`config.mk`:
```
export PLATFORM = sky130hd
export DESIGN_NAME = mem_stage
export DESIGN_NICKNAME = d
export VERILOG_FILES = /design/src/rtl/mem_stage.sv
export SDC_FILE = /design/constraint.sdc
export NUM_CORES = 1
export LEC_CHECK = 0
export BUFFER_PORTS_ARGS = -buffer_cell sky130_fd_sc_hd__buf_2
export CORE_AREA = 2 2 151 153
export DETAILED_ROUTE_END_ITERATION = 7
export DIE_AREA = 0 0 153 155
export GPL_TIMING_DRIVEN = 0
export PLACE_DENSITY_LB_ADDON = 0.3
export SYNTH_ARGS = -nofsm -noshare
export SYNTH_HDL_FRONTEND = slang
export SYNTH_SLANG_ARGS = --single-unit
```
`constraint.sdc`:
```
create_clock -name clk -period 2.51 [get_ports clk]
set_clock_uncertainty 0.1 [all_clocks]
set_input_delay 0.502 -clock clk [delete_from_list [all_inputs] [get_ports clk]]
set_output_delay 0.502 -clock clk [all_outputs]
set_load 0.02 [all_outputs]
```
`src/rtl/mem_stage.sv`:
```
// mem_stage: memory-access stage between EX/MEM and MEM/WB.
// Issues one load/store at a time on a req/ack data bus and stalls the pipeline
// until the access completes. It also aligns and extends load data, flags
// address errors, and produces the write-back triple.
//
// Optional feature macro: MEM_LWLR_EN. When it is defined, LWL/LWR/SWL/SWR are
// supported. When it is not defined, those four ops are no-ops: no bus access,
// no stall, no write-back and no exception.
//
// Ports:
//   clk, rst                  clock (rising edge), async active-low reset
//   flush                     discard the instruction in MEM
//   mem_pc, mem_aluop         PC and operation of the instruction in MEM
//   mem_alures, mem_opr2      ALU result, old rt value (merge source for LWL/LWR)
//   mem_wreg, mem_wraddr      register write enable / address
//   mem_m_en, mem_m_wen       access request, store byte lanes
//   mem_m_vaddr, mem_m_wdata  access address, lane-positioned store data
//   dbus_*                    data bus: req/addr/wen/wdata out, rdata/ack in
//   stall_req                 freeze IF..EX/MEM
//   exc_adel/ades/badvaddr    load/store address error and faulting address
//   wb_pc/wreg/wraddr/wrdata  to MEM/WB register
module mem_stage (
   input  logic        clk,
   input  logic        rst,
   input  logic        flush,
   input  logic [31:0] mem_pc,
   input  logic [7:0]  mem_aluop,
   input  logic [31:0] mem_alures,
   input  logic [31:0] mem_opr2,
   input  logic        mem_wreg,
   input  logic [4:0]  mem_wraddr,
   input  logic        mem_m_en,
   input  logic [3:0]  mem_m_wen,
   input  logic [31:0] mem_m_vaddr,
   input  logic [31:0] mem_m_wdata,
   output logic        dbus_req,
   output logic [31:0] dbus_addr,
   output logic [3:0]  dbus_wen,
   output logic [31:0] dbus_wdata,
   input  logic [31:0] dbus_rdata,
   input  logic        dbus_ack,
   output logic        stall_req,
   output logic        exc_adel,
   output logic        exc_ades,
   output logic [31:0] exc_badvaddr,
   output logic [31:0] wb_pc,
   output logic        wb_wreg,
   output logic [4:0]  wb_wraddr,
   output logic [31:0] wb_wrdata
);

   localparam logic [7:0] ALU_LB  = 8'h10, ALU_LBU = 8'h11, ALU_LH  = 8'h12, ALU_LHU = 8'h13;
   localparam logic [7:0] ALU_LW  = 8'h14, ALU_LWL = 8'h15, ALU_LWR = 8'h16;
   localparam logic [7:0] ALU_SB  = 8'h18, ALU_SH  = 8'h19, ALU_SW  = 8'h1A;
   localparam logic [7:0] ALU_SWL = 8'h1B, ALU_SWR = 8'h1C;

`ifdef MEM_LWLR_EN
   localparam bit LwlrEn = 1'b1;
`else
   localparam bit LwlrEn = 1'b0;
   logic unused_opr2;
   assign unused_opr2 = ^mem_opr2;
`endif

   typedef enum logic [1:0] {StIdle, StReq, StDone, StAbort} state_e;

   state_e      state_q, state_d;
   logic [31:0] addr_q, wdata_q, rdata_q;
   logic [3:0]  wen_q;
   logic        latch, capture;

   logic        is_load, is_store, is_half, is_word, is_lwlr;
   logic        op_off, addr_err, access_ok;
   logic [1:0]  b;
   logic [7:0]  byte_sel;
   logic [15:0] half_sel;
   logic [31:0] load_data;

   // Operation decode
   always_comb begin
      is_load  = 1'b0;
      is_store = 1'b0;
      is_half  = 1'b0;
      is_word  = 1'b0;
      is_lwlr  = 1'b0;
      case (mem_aluop)
         ALU_LB, ALU_LBU:  is_load = 1'b1;
         ALU_LH, ALU_LHU:  begin is_load = 1'b1;  is_half = 1'b1; end
         ALU_LW:           begin is_load = 1'b1;  is_word = 1'b1; end
         ALU_LWL, ALU_LWR: begin is_load = 1'b1;  is_lwlr = 1'b1; end
         ALU_SB:           is_store = 1'b1;
         ALU_SH:           begin is_store = 1'b1; is_half = 1'b1; end
         ALU_SW:           begin is_store = 1'b1; is_word = 1'b1; end
         ALU_SWL, ALU_SWR: begin is_store = 1'b1; is_lwlr = 1'b1; end
         default: ;
      endcase
   end

   // Unaligned ops behave as plain no-ops when the feature is compiled out
   assign op_off    = is_lwlr & ~LwlrEn;
   assign b         = mem_m_vaddr[1:0];
   assign addr_err  = mem_m_en & ~op_off &
                      ((is_half & b[0]) | (is_word & (b != 2'b00)));
   assign access_ok = mem_m_en & ~addr_err & ~flush & ~op_off;

   assign exc_adel     = addr_err & is_load;
   assign exc_ades     = addr_err & is_store;
   assign exc_badvaddr = addr_err ? mem_m_vaddr : 32'h0;

   // FSM next state and stall
   always_comb begin
      state_d   = state_q;
      stall_req = 1'b0;
      latch     = 1'b0;
      capture   = 1'b0;
      case (state_q)
         StIdle: begin
            if (access_ok) begin
               latch     = 1'b1;
               stall_req = 1'b1;
               state_d   = StReq;
            end
         end
         StReq: begin
            stall_req = 1'b1;
            if (dbus_ack) begin
               capture = 1'b1;
               state_d = flush ? StIdle : StDone;
            end else if (flush) begin
               state_d = StAbort;
            end
         end
         StDone:  state_d = StIdle;
         // Bus cannot be cancelled; wait out the ack and drop the data
         StAbort: begin
            stall_req = 1'b1;
            if (dbus_ack) state_d = StIdle;
         end
         default: state_d = StIdle;
      endcase
   end

   always_ff @(posedge clk or negedge rst) begin
      if (!rst) begin
         state_q <= StIdle;
         addr_q  <= 32'h0;
         wen_q   <= 4'h0;
         wdata_q <= 32'h0;
         rdata_q <= 32'h0;
      end else begin
         state_q <= state_d;
         if (latch) begin
            addr_q  <= {mem_m_vaddr[31:2], 2'b00};
            wen_q   <= mem_m_wen;
            wdata_q <= mem_m_wdata;
         end
         if (capture) rdata_q <= dbus_rdata;
      end
   end

   assign dbus_req   = (state_q == StReq) | (state_q == StAbort);
   assign dbus_addr  = addr_q;
   assign dbus_wen   = wen_q;
   assign dbus_wdata = wdata_q;

   // Load alignment (little-endian)
   always_comb begin
      byte_sel  = rdata_q[{b, 3'b000} +: 8];
      half_sel  = b[1] ? rdata_q[31:16] : rdata_q[15:0];
      load_data = rdata_q;
      case (mem_aluop)
         ALU_LB:  load_data = {{24{byte_sel[7]}}, byte_sel};
         ALU_LBU: load_data = {24'h0, byte_sel};
         ALU_LH:  load_data = {{16{half_sel[15]}}, half_sel};
         ALU_LHU: load_data = {16'h0, half_sel};
`ifdef MEM_LWLR_EN
         ALU_LWL: begin
            case (b)
               2'd0:    load_data = {rdata_q[7:0],  mem_opr2[23:0]};
               2'd1:    load_data = {rdata_q[15:0], mem_opr2[15:0]};
               2'd2:    load_data = {rdata_q[23:0], mem_opr2[7:0]};
               default: load_data = rdata_q;
            endcase
         end
         ALU_LWR: begin
            case (b)
               2'd0:    load_data = rdata_q;
               2'd1:    load_data = {mem_opr2[31:24], rdata_q[31:8]};
               2'd2:    load_data = {mem_opr2[31:16], rdata_q[31:16]};
               default: load_data = {mem_opr2[31:8],  rdata_q[31:24]};
            endcase
         end
`endif
         default: load_data = rdata_q;
      endcase
   end

   // Loads write back only in DONE; aborted or flushed work never writes
   assign wb_pc     = mem_pc;
   assign wb_wraddr = mem_wraddr;
   assign wb_wrdata = (is_load & ~op_off) ? load_data : mem_alures;
   assign wb_wreg   = mem_wreg & ~flush & ~addr_err & ~is_store & ~op_off &
                      (state_q != StAbort) &
                      (~(is_load & mem_m_en) | (state_q == StDone));

endmodule

```
# Yosys cells after proc, flatten, opt, wreduce, memory -nomap -nowiden
# Cells that the tools add are included.
dict set report word_totals {
  register_bits 100
  inputBits 215
  out_inout_bits 174
  elab_cells 79
}
dict set report classes {
  n_eq_ne 19
  n_shift 1
  muxes 20
  bitwise 25
  reduce_logical 9
}
# op count
set op_table {}
lappend op_table {{$pmux 32 s4} 1}
lappend op_table {{$eq 8x5->1 const B} 12}
lappend op_table {{$mux 32} 2}
lappend op_table {{$shiftx 32x6->8} 1}
lappend op_table {{$and 1x1->1} 17}
lappend op_table {{$mux 16} 1}
lappend op_table {{$mux 2} 5}
lappend op_table {{$mux 1} 9}
lappend op_table {{$pmux 2 s4} 1}
lappend op_table {{$reduce_or 7->1} 1}
lappend op_table {{$ne 2x2->1 const B} 3}
lappend op_table {{$not 1->1} 5}
lappend op_table {{$reduce_or 5->1} 1}
lappend op_table {{$eq 2x2->1 const B} 2}
lappend op_table {{$reduce_or 2->1} 2}
lappend op_table {{$reduce_or 4->1} 1}
lappend op_table {{$ne 3x3->1 const B} 1}
lappend op_table {{$or 1x1->1} 3}
lappend op_table {{$reduce_and 3->1} 1}
lappend op_table {{$reduce_or 3->1} 1}
lappend op_table {{$eq 2x1->1 const B} 1}
lappend op_table {{$logic_not 2->1} 1}
lappend op_table {{$pmux 1 s2} 1}
lappend op_table {{$reduce_bool 2->1} 1}

# Longest topological paths before layout
# Gate-level depths: netlist of run 1.
dict set report logic_depth {
  depth_word 12
  mapped_depth 7
  ltp_nobuf 4
}

# Worst setup path after synthesis of run 1
# Ideal clock, no wire load.
dict set report synth_timing {
  path_kind {input to output}
  from {input port mem_aluop[5]}
  to {output port wb_wrdata[16]}
  arrival_ps 2167
  t_required_ps 1908
  path_slack_ps -259
  stages 6
  n_path_buf 2
  path_cell_list {nor4b_2 and3b_1 buf_2 buf_1 nor2_1 a31oi_1}
}
dict set report synth_between {
  elab_chain_cells 6
  word_cells_on_any_way 17
  classes_between {9 x eq/ne; 4 x mux; 2 x bitwise; 2 x reduce/logical}
}
# element line
set synth_rtl {}
lappend synth_rtl {{start, declared} 27} ;# input logic [7:0] mem_aluop,
lappend synth_rtl {{$eq 8x5->1} 86} ;# case (mem_aluop)
lappend synth_rtl {{$reduce_or 4->1 (no source line)} --}
lappend synth_rtl {{$mux 1} 86}
lappend synth_rtl {{$not 1->1} 201} ;# assign wb_wrdata = (is_load & ~op_off) ? load_data : mem_alures;
lappend synth_rtl {{$and 1x1->1} 201}
lappend synth_rtl {{$mux 32 (*)} 201}
lappend synth_rtl {{end, declared} 49} ;# output logic [31:0] wb_wrdata
# Mark *: on every way between the ends. The rest lies on a longest branch, timed or not.

# Worst setup path after layout of run 1
dict set report layout_timing {
  from {register rdata_q[15]}
  to {output port wb_wrdata[7]}
}
dict set report layout_between {
  elab_chain_cells 3
}
# element line
set layout_rtl {}
lappend layout_rtl {{start, declared} 68} ;# logic [31:0] addr_q, wdata_q, rdata_q;
lappend layout_rtl {{start signal, assigned} 157} ;# if (capture) rdata_q <= dbus_rdata;
lappend layout_rtl {{$shiftx 32x6->8} 168} ;# byte_sel = rdata_q[{b, 3'b000} +: 8];
lappend layout_rtl {{$pmux 32 s4} 171} ;# case (mem_aluop)
lappend layout_rtl {{$mux 32} 201}
# Every way passes these cells.

==> key figures, run 1 <==
Outcome
  – Outcome: finished, violations left
  – Violated checks: setup timing

Pwr
  – Power per cell area: 692 nW/um^2
  – Total power: 6.37 mW
  – Leakage: 4.39 nW
  – Worst vdd ir: 0.423 mV

Logic synthesis
  – Ranking of synthesized cells by area: dfrtp_1 46%, mux2_2 16%, mux2_1 6.0%
  – Post-Syn Area: 5450 sq um
  – Most frequent cell after synthesis: dfrtp_1
  – Synthesized instance count: 515
  – Warnings, synthesis: 0
  – Synth top area share: 45.9%
  – Top_reg_cell synth: dfrtp_1
  – Register area share after synthesis: 45.9%
  – Synth top cells by count: 100 x dfrtp_1, 77 x mux2_2, 65 x nand2_1
  – Register bit total from synthesis: 100
  – Synth unique cells: 43
  – Syn Area/Cell: 10.6 sq um
  – Ys async rst share: 100%
  – Synth area leader: dfrtp_1
  – EDFF count, synth: 0

Flow run
  – Max Cap Viol: 0

Cells and area
  – Cell area after layout: 9190 sq um
  – Layout cells sized above 1: 66.2%
  – Fillers: 2,162
  – Area Growth Syn to Fin: 68.7%
  – Fin cells: 1,167
  – NumNets Final: 1,092

Route
  – DRT iter0 DRCs: 154
  – Vias: 5,339
  – Mean routed wirelength per cell: 18.1 um
  – Post-DRT Antenna Nets: 0
  – DR pass1 iterations: 4
  – WL final: 21.1 mm
  – DR vias/cell: 4.57
  – DRC Markers: 0

Critical path
  – Crit end category: primary output
  – R2R Setup Slk: 580 ps
  – Crit path cell chain: mux4_2, and4b_1, a221oi_4, a21oi_2, buf_4
  – Req. time, crit path: 1910 ps
  – Largest fanout on the critical path: 4
  – CP delay by family, top: multiplexers
  – Critical path's slowest cell: mux4_2
  – CP Launch Type: flip-flop
  – Bufs and invs on worst path: 1
  – Slowest Stage Delay on Critical Path: 510 ps
  – R2R depth: 4
  – WP data arrival: 2020 ps
  – FF-to-FF Start: state_q[1]
  – Crit path kind: reg2out
  – RR Endpoint: rdata_q[0]

Placed design
  – Dpl hpwl: 16.2 mm
  – I/O Buffers: 316
  – RePlAce Congestion: 0.789
  – Cell Count Post-Placement: 1,118
  – Pre-CTS setup slack: -866 ps
  – Area post-placement: 7570 sq um

Timing
  – Fin. Hold Viols: 0
  – Max Freq: 382 MHz
  – Period minus WS final: 2620 ps
  – Part of the cycle the worst path needs: 104%
  – RSZ-0062 raised after global routing: true
  – Slew Limit Fails: 0
  – Setup violations, final: 55
  – Worst slew margin: 47.5%
  – Fin worst setup slack: -107 ps
  – Worst Tran Pin Value: 787 ps

GRT
  – Vias in the first global route: 5,306
  – Initial antenna violation count: 5
  – First-pass GRT wire length: 30.7 mm
  – Largest net degree at the start of global routing: 61
  – Global route overflow: 0
  – Gr usage total: 17.0%

Die
  – CORE AREA: 22,200 sq um
  – Die Ht: 155 um
  – Num rows: 55
  – Starting density of the core: 24.5%
  – I/O pins: 389
  – Die X-Extent: 153 um
  – Die ar.: 23,700 sq um

Clocking
  – CTS tree: built
  – CTS Buf Count: 9
  – Worst-skew pair later-pin latency: 350 ps
  – Clock Pin Slew Worst Setup and Hold Paths: 80 ps
  – TritonCTS Sinks: 100
  – Buffer depth of the longest clock path: 2
  – Htree depth: 3
  – Cts hold-fix bufs: 0
  – CTS Root Cell: clkbuf_16

Hold path
  – Worst Hold Class: in2async
## worst reg2reg max path, stage by stage, from the launching register on
cell and delay [ps]:
dfrtp_1 340, inv_1 70, nand3_1 250, buf_1 640
mux2_2 420
## per-layer routing
metal  routed length (um)  vias to the layer above  GRT usage (%)
met2                10800                      252           31.0
met4                  235                        6           3.92
met5                   45                        -              0
met1                 8300                     2566           19.6
met3                 1690                       22           5.21
li1                     -                     2493              -
## cell type report
class	count	area (sq um)	share of cell area (%)
clock buffers	9	225	2.45
plain buffers	74	693	7.54
inverters	4	15.0	0.163
flip-flops and latches	100	2500	27.2
multi-input cells	337	2980	32.4
repair buffers	351	2360	25.7
well taps	285	357	3.88
clock inverters	6	61.3	0.667
diodes	1	2.50	0.0272
## registers in the layout, summed over array words and instances, names as in the netlist
| name | cells |
|---|---|
| dbus_addr | 30 |
| dbus_wen | 4 |
| state_q | 2 |
| rdata_q | 32 |
| dbus_wdata | 32 |
## how the worst max path moves through the flow
stage                       startpoint                to  slack [ps]  cells past startpoint
after floorplan           mem_aluop[2]  exc_badvaddr[22]         -20                      6
after global placement    mem_aluop[5]     wb_wrdata[15]        -830                      7
after detailed placement  mem_aluop[5]     wb_wrdata[15]        -870                      7
after CTS                  rdata_q[15]      wb_wrdata[7]        -170                      5
after global routing      mem_aluop[6]      wb_wrdata[3]        -180                      8
final                      rdata_q[15]      wb_wrdata[7]        -110                      5
## power by group
| part | switching [mW] | leakage, nW | internal (mW) |
|---|---|---|---|
| combinational | 1.31 | 3.08 | 1.11 |
| sequential | 0.430 | 1.18 | 2.15 |
| clock | 0.689 | 0.136 | 0.689 |
## kinds of logic after synthesis
kind of cell	Yosys count	synth area share, %
AOI/OAI and AO/OA	64	8.06
xor gates and xnor gates	1	0.161
buffers and inverters	79	8.70
DFF	100	45.9
muxes	107	22.3
other	1	0.0688
and+or+nand+nor	163	14.8
## metrics by stage
| step | setup TNS (ps) | hold WS, ps | utilization (%) |
|---|---|---|---|
| global route | -7270 | 68.2 | 41.4 |
| CTS | -2820 | 59.2 | 40.2 |
| detailed placement | -70820 | 376 | 34.1 |
| global placement | -107370 | 369 | 33.9 |
| floorplan | -212 | 106 | - |
| finish | -3470 | 39.5 | 41.4 |
## timing repair
item,CTS,global route
setup endpoints to repair,97,90
pin swaps,17,21
cloned,3,1
gates resized for setup,198,74
buffers inserted,26,4
## cell usage in the layout, fill, tap and decap left out, types with 4 or more instances in the layout
master	synthesis	final
buf_6	3	67
buf_8	0	5
clkbuf_16	0	16
a31oi_1	24	7
nor2_1	28	24
nor2_2	0	4
a31oi_4	0	16
mux2_1	29	29
buf_2	4	256
mux2_2	77	77
nand4_1	8	8
and2_4	0	27
nand3_1	12	11
and2_1	32	5
a21oi_1	17	12
buf_4	40	66
a21oi_2	0	4
o32a_1	7	7
nand2_1	65	62
clkbuf_1	22	5
buf_12	0	7
inv_1	4	4
dfrtp_1	100	100
Power figures use the tool's default switching activity.
==> run 2, diff against run 1 <==
Settings changed: SLEW_MARGIN set to 5.
Clock period 2.51 ns to 2.4 ns, I/O delays scaled along.
==> key figures, run 2 (synthesis gave the netlist of run 1 again) <==
Timing
  – Period minus WS final: 2620 ps
  – Fin. Hold Viols: 0 (unchanged)
  – Worst slew margin: 48.4% (+0.85 points)
  – Part of the cycle the worst path needs: 109%
  – Slew Limit Fails: 0 (unchanged)
  – Hold_ws: 241 ps (+201 ps)
  – Worst Tran Pin Value: 774 ps (-12.7 ps)
  – Setup violations, final: 64 (+16%)
  – Max Freq: 382 MHz
  – Fin worst setup slack: -218 ps (-111 ps)
  – RSZ-0062 raised after global routing: true
  – Setup TNS: -8070 ps (-4600 ps)

Critical path
  – CP Launch Type: input port
  – Crit end category: primary output
  – Crit path cell chain: buf_6, nor4b_4, buf_4, and3b_2, buf_6, buf_6, nor2_1, a31oi_4, buf_6
  – WP data arrival: 2040 ps (+20 ps)
  – Crit-path most repeated cell: buf_6
  – WP depth: 9 (+4)
  – Largest fanout on the critical path: 10 (+6)
  – Bufs and invs on worst path: 5 (+4)
  – Critical path's slowest cell: and3b_2
  – R2R depth: 4 (unchanged)
  – Crit path kind: in2out
  – CP delay by family, top: buffers and inverters
  – Req. time, crit path: 1820 ps (-90 ps)
  – Slowest Stage Delay on Critical Path: 290 ps (-220 ps)

Pwr
  – P_int: 4.14 mW (+5.1%)
  – Switch Pwr: 2.54 mW (+4.8%)
  – Worst vdd ir: 0.411 mV (-2.8%)
  – Power per cell area: 721 nW/um^2 (+4.1%)
  – Sw Ratio: 38.0% (-0.076 points)
  – Comb power frac: 37.8% (about the same)
  – Sequential share of power: 39.8% (-0.7 points)
  – Clk pwr share: 22.4% (+0.7 points)
  – Leakage: 4.41 nW (+0.41%)

GRT
  – Initial antenna violation count: 4 (-1)
  – Largest net degree at the start of global routing: 60 (-1.6%)
  – Global route overflow: 0 (unchanged)
  – Gr usage total: 18.5% (+1.5 points)
  – Vias in the first global route: 5,514 (+3.9%)
  – First-pass GRT wire length: 33.1 mm (+7.6%)

Cells and area
  – NumNets Final: 1,092 (unchanged)
  – Commonest non-fill, non-tap cell in the layout: buf_2
  – Area Growth Syn to Fin: 70.1%
  – Layout cells sized above 1: 68.3% (+2.1 points)
  – Most frequent cells in the layout: 254 x buf_2, 100 x dfrtp_1, 80 x buf_6
  – Finished Core Util: 41.7% (+0.34 points)

Outcome
  – Outcome: finished, violations left
  – Violated checks: setup timing

Route
  – DRC Markers: 0 (unchanged)
  – Mean routed wirelength per cell: 19.1 um (+5.8%)
  – Post-DRT Antenna Nets: 0 (unchanged)
  – WL final: 22.4 mm (+6.1%)
  – DRT iter0 DRCs: 139 (-9.7%)
  – Vias: 5,364 (+0.47%)
  – DR vias/cell: 4.58 (+0.13%)
  – DR pass1 iterations: 4 (unchanged)

Hold path
  – Worst Hold Class: in2reg
  – Hold path cells: 2

Die
  – CORE AREA: 22,200 sq um (unchanged)
  – Starting density of the core: 24.5% (unchanged)
  – Die X-Extent: 153 um (unchanged)
  – Die ar.: 23,700 sq um (unchanged)
  – I/O pins: 389 (unchanged)
  – Die Ht: 155 um (unchanged)
  – Num rows: 55 (unchanged)

Clocking
  – TritonCTS Sinks: 100 (unchanged)
  – CTS Buf Count: 9 (unchanged)
  – Worst-skew pair later-pin latency: 350 ps (about the same)
  – CTS Root Cell: clkbuf_16
  – Buffer depth of the longest clock path: 2 (unchanged)
  – Htree depth: 3 (unchanged)
  – Clock Pin Slew Worst Setup and Hold Paths: 80 ps (about the same)
  – CTS tree: built

Placed design
  – Dpl hpwl: 17.1 mm (+5.7%)
  – I/O Buffers: 316 (unchanged)
  – Pre-CTS setup slack: -819 ps (+46.9 ps)
  – RePlAce Congestion: 0.800 (+1.4%)

Flow run
  – Max Cap Viol: 0 (unchanged)
run 2: worst paths after layout:
path	startpoint	end	slack [ps]
min in group asynchronous	rst	dbus_wdata[1]	520
hold reg to reg	dbus_addr[19]	dbus_addr[19]	390
hold / removal	dbus_ack	state_q[0]	240
setup / recovery	mem_aluop[6]	wb_wrdata[23]	-220
max in group asynchronous	rst	rdata_q[3]	1020
setup reg to reg	state_q[1]	rdata_q[21]	520
run 2: layout make-up:
class                      count  area, sq um
antenna                        4         10.0
sequential                   100         2500
clock inverter                 6         55.1
tap                          285          357
clock buffer                  10          239
multi-input combinational    337         3050
timing repair buffer         351         2390
buffer                        74          657
inverter                       4         15.0
fill                        2201        13000
run 2: through the flow:
| stage | power [mW] | area (sq um) | cells |
|---|---|---|---|
| detailed placement | 4.97 | 7630 | 1118 |
| finish | 6.68 | 9270 | 1171 |
| global placement | 4.93 | 7600 | 1117 |
| CTS | 6.70 | 9030 | 1162 |
| floorplan | 4.04 | 5660 | 516 |
| global route | 7.05 | 9270 | 1170 |
run 2: per-layer routing:
metal,up-vias,track usage (%),routed length (um)
li1,2497,-,-
met1,2580,19.7,8290
met3,16,5.24,1750
met2,269,35.3,12100
met5,-,0,14
met4,2,5.51,221
run 2: what timing repair did:
action | CTS | global route
pin swaps | 41 | 24
resized for setup | 227 | 59
hold buffers | 1 | 0
setup endpoints to repair | 97 | 92
cloned | 6 | 0
endpoints found under the hold margin | 41 | 0
buffers inserted | 22 | 7
run 2: power groups by stage:
stage	logic, mW	clock network (mW)	registers, mW
2_1_floorplan	1.05	0	2.99
3_5_place_dp	2.28	0	2.69
4_1_cts	2.50	1.54	2.66
6_report	2.53	1.50	2.66
5_1_grt	2.71	1.61	2.73
3_3_place_gp	2.25	0	2.68
run 2: worst register-to-register path, stage by stage (launching register included):
cell	delay, ps
dfrtp_1	340
inv_1	70
nand3_1	210
buf_1	630
mux2_2	410
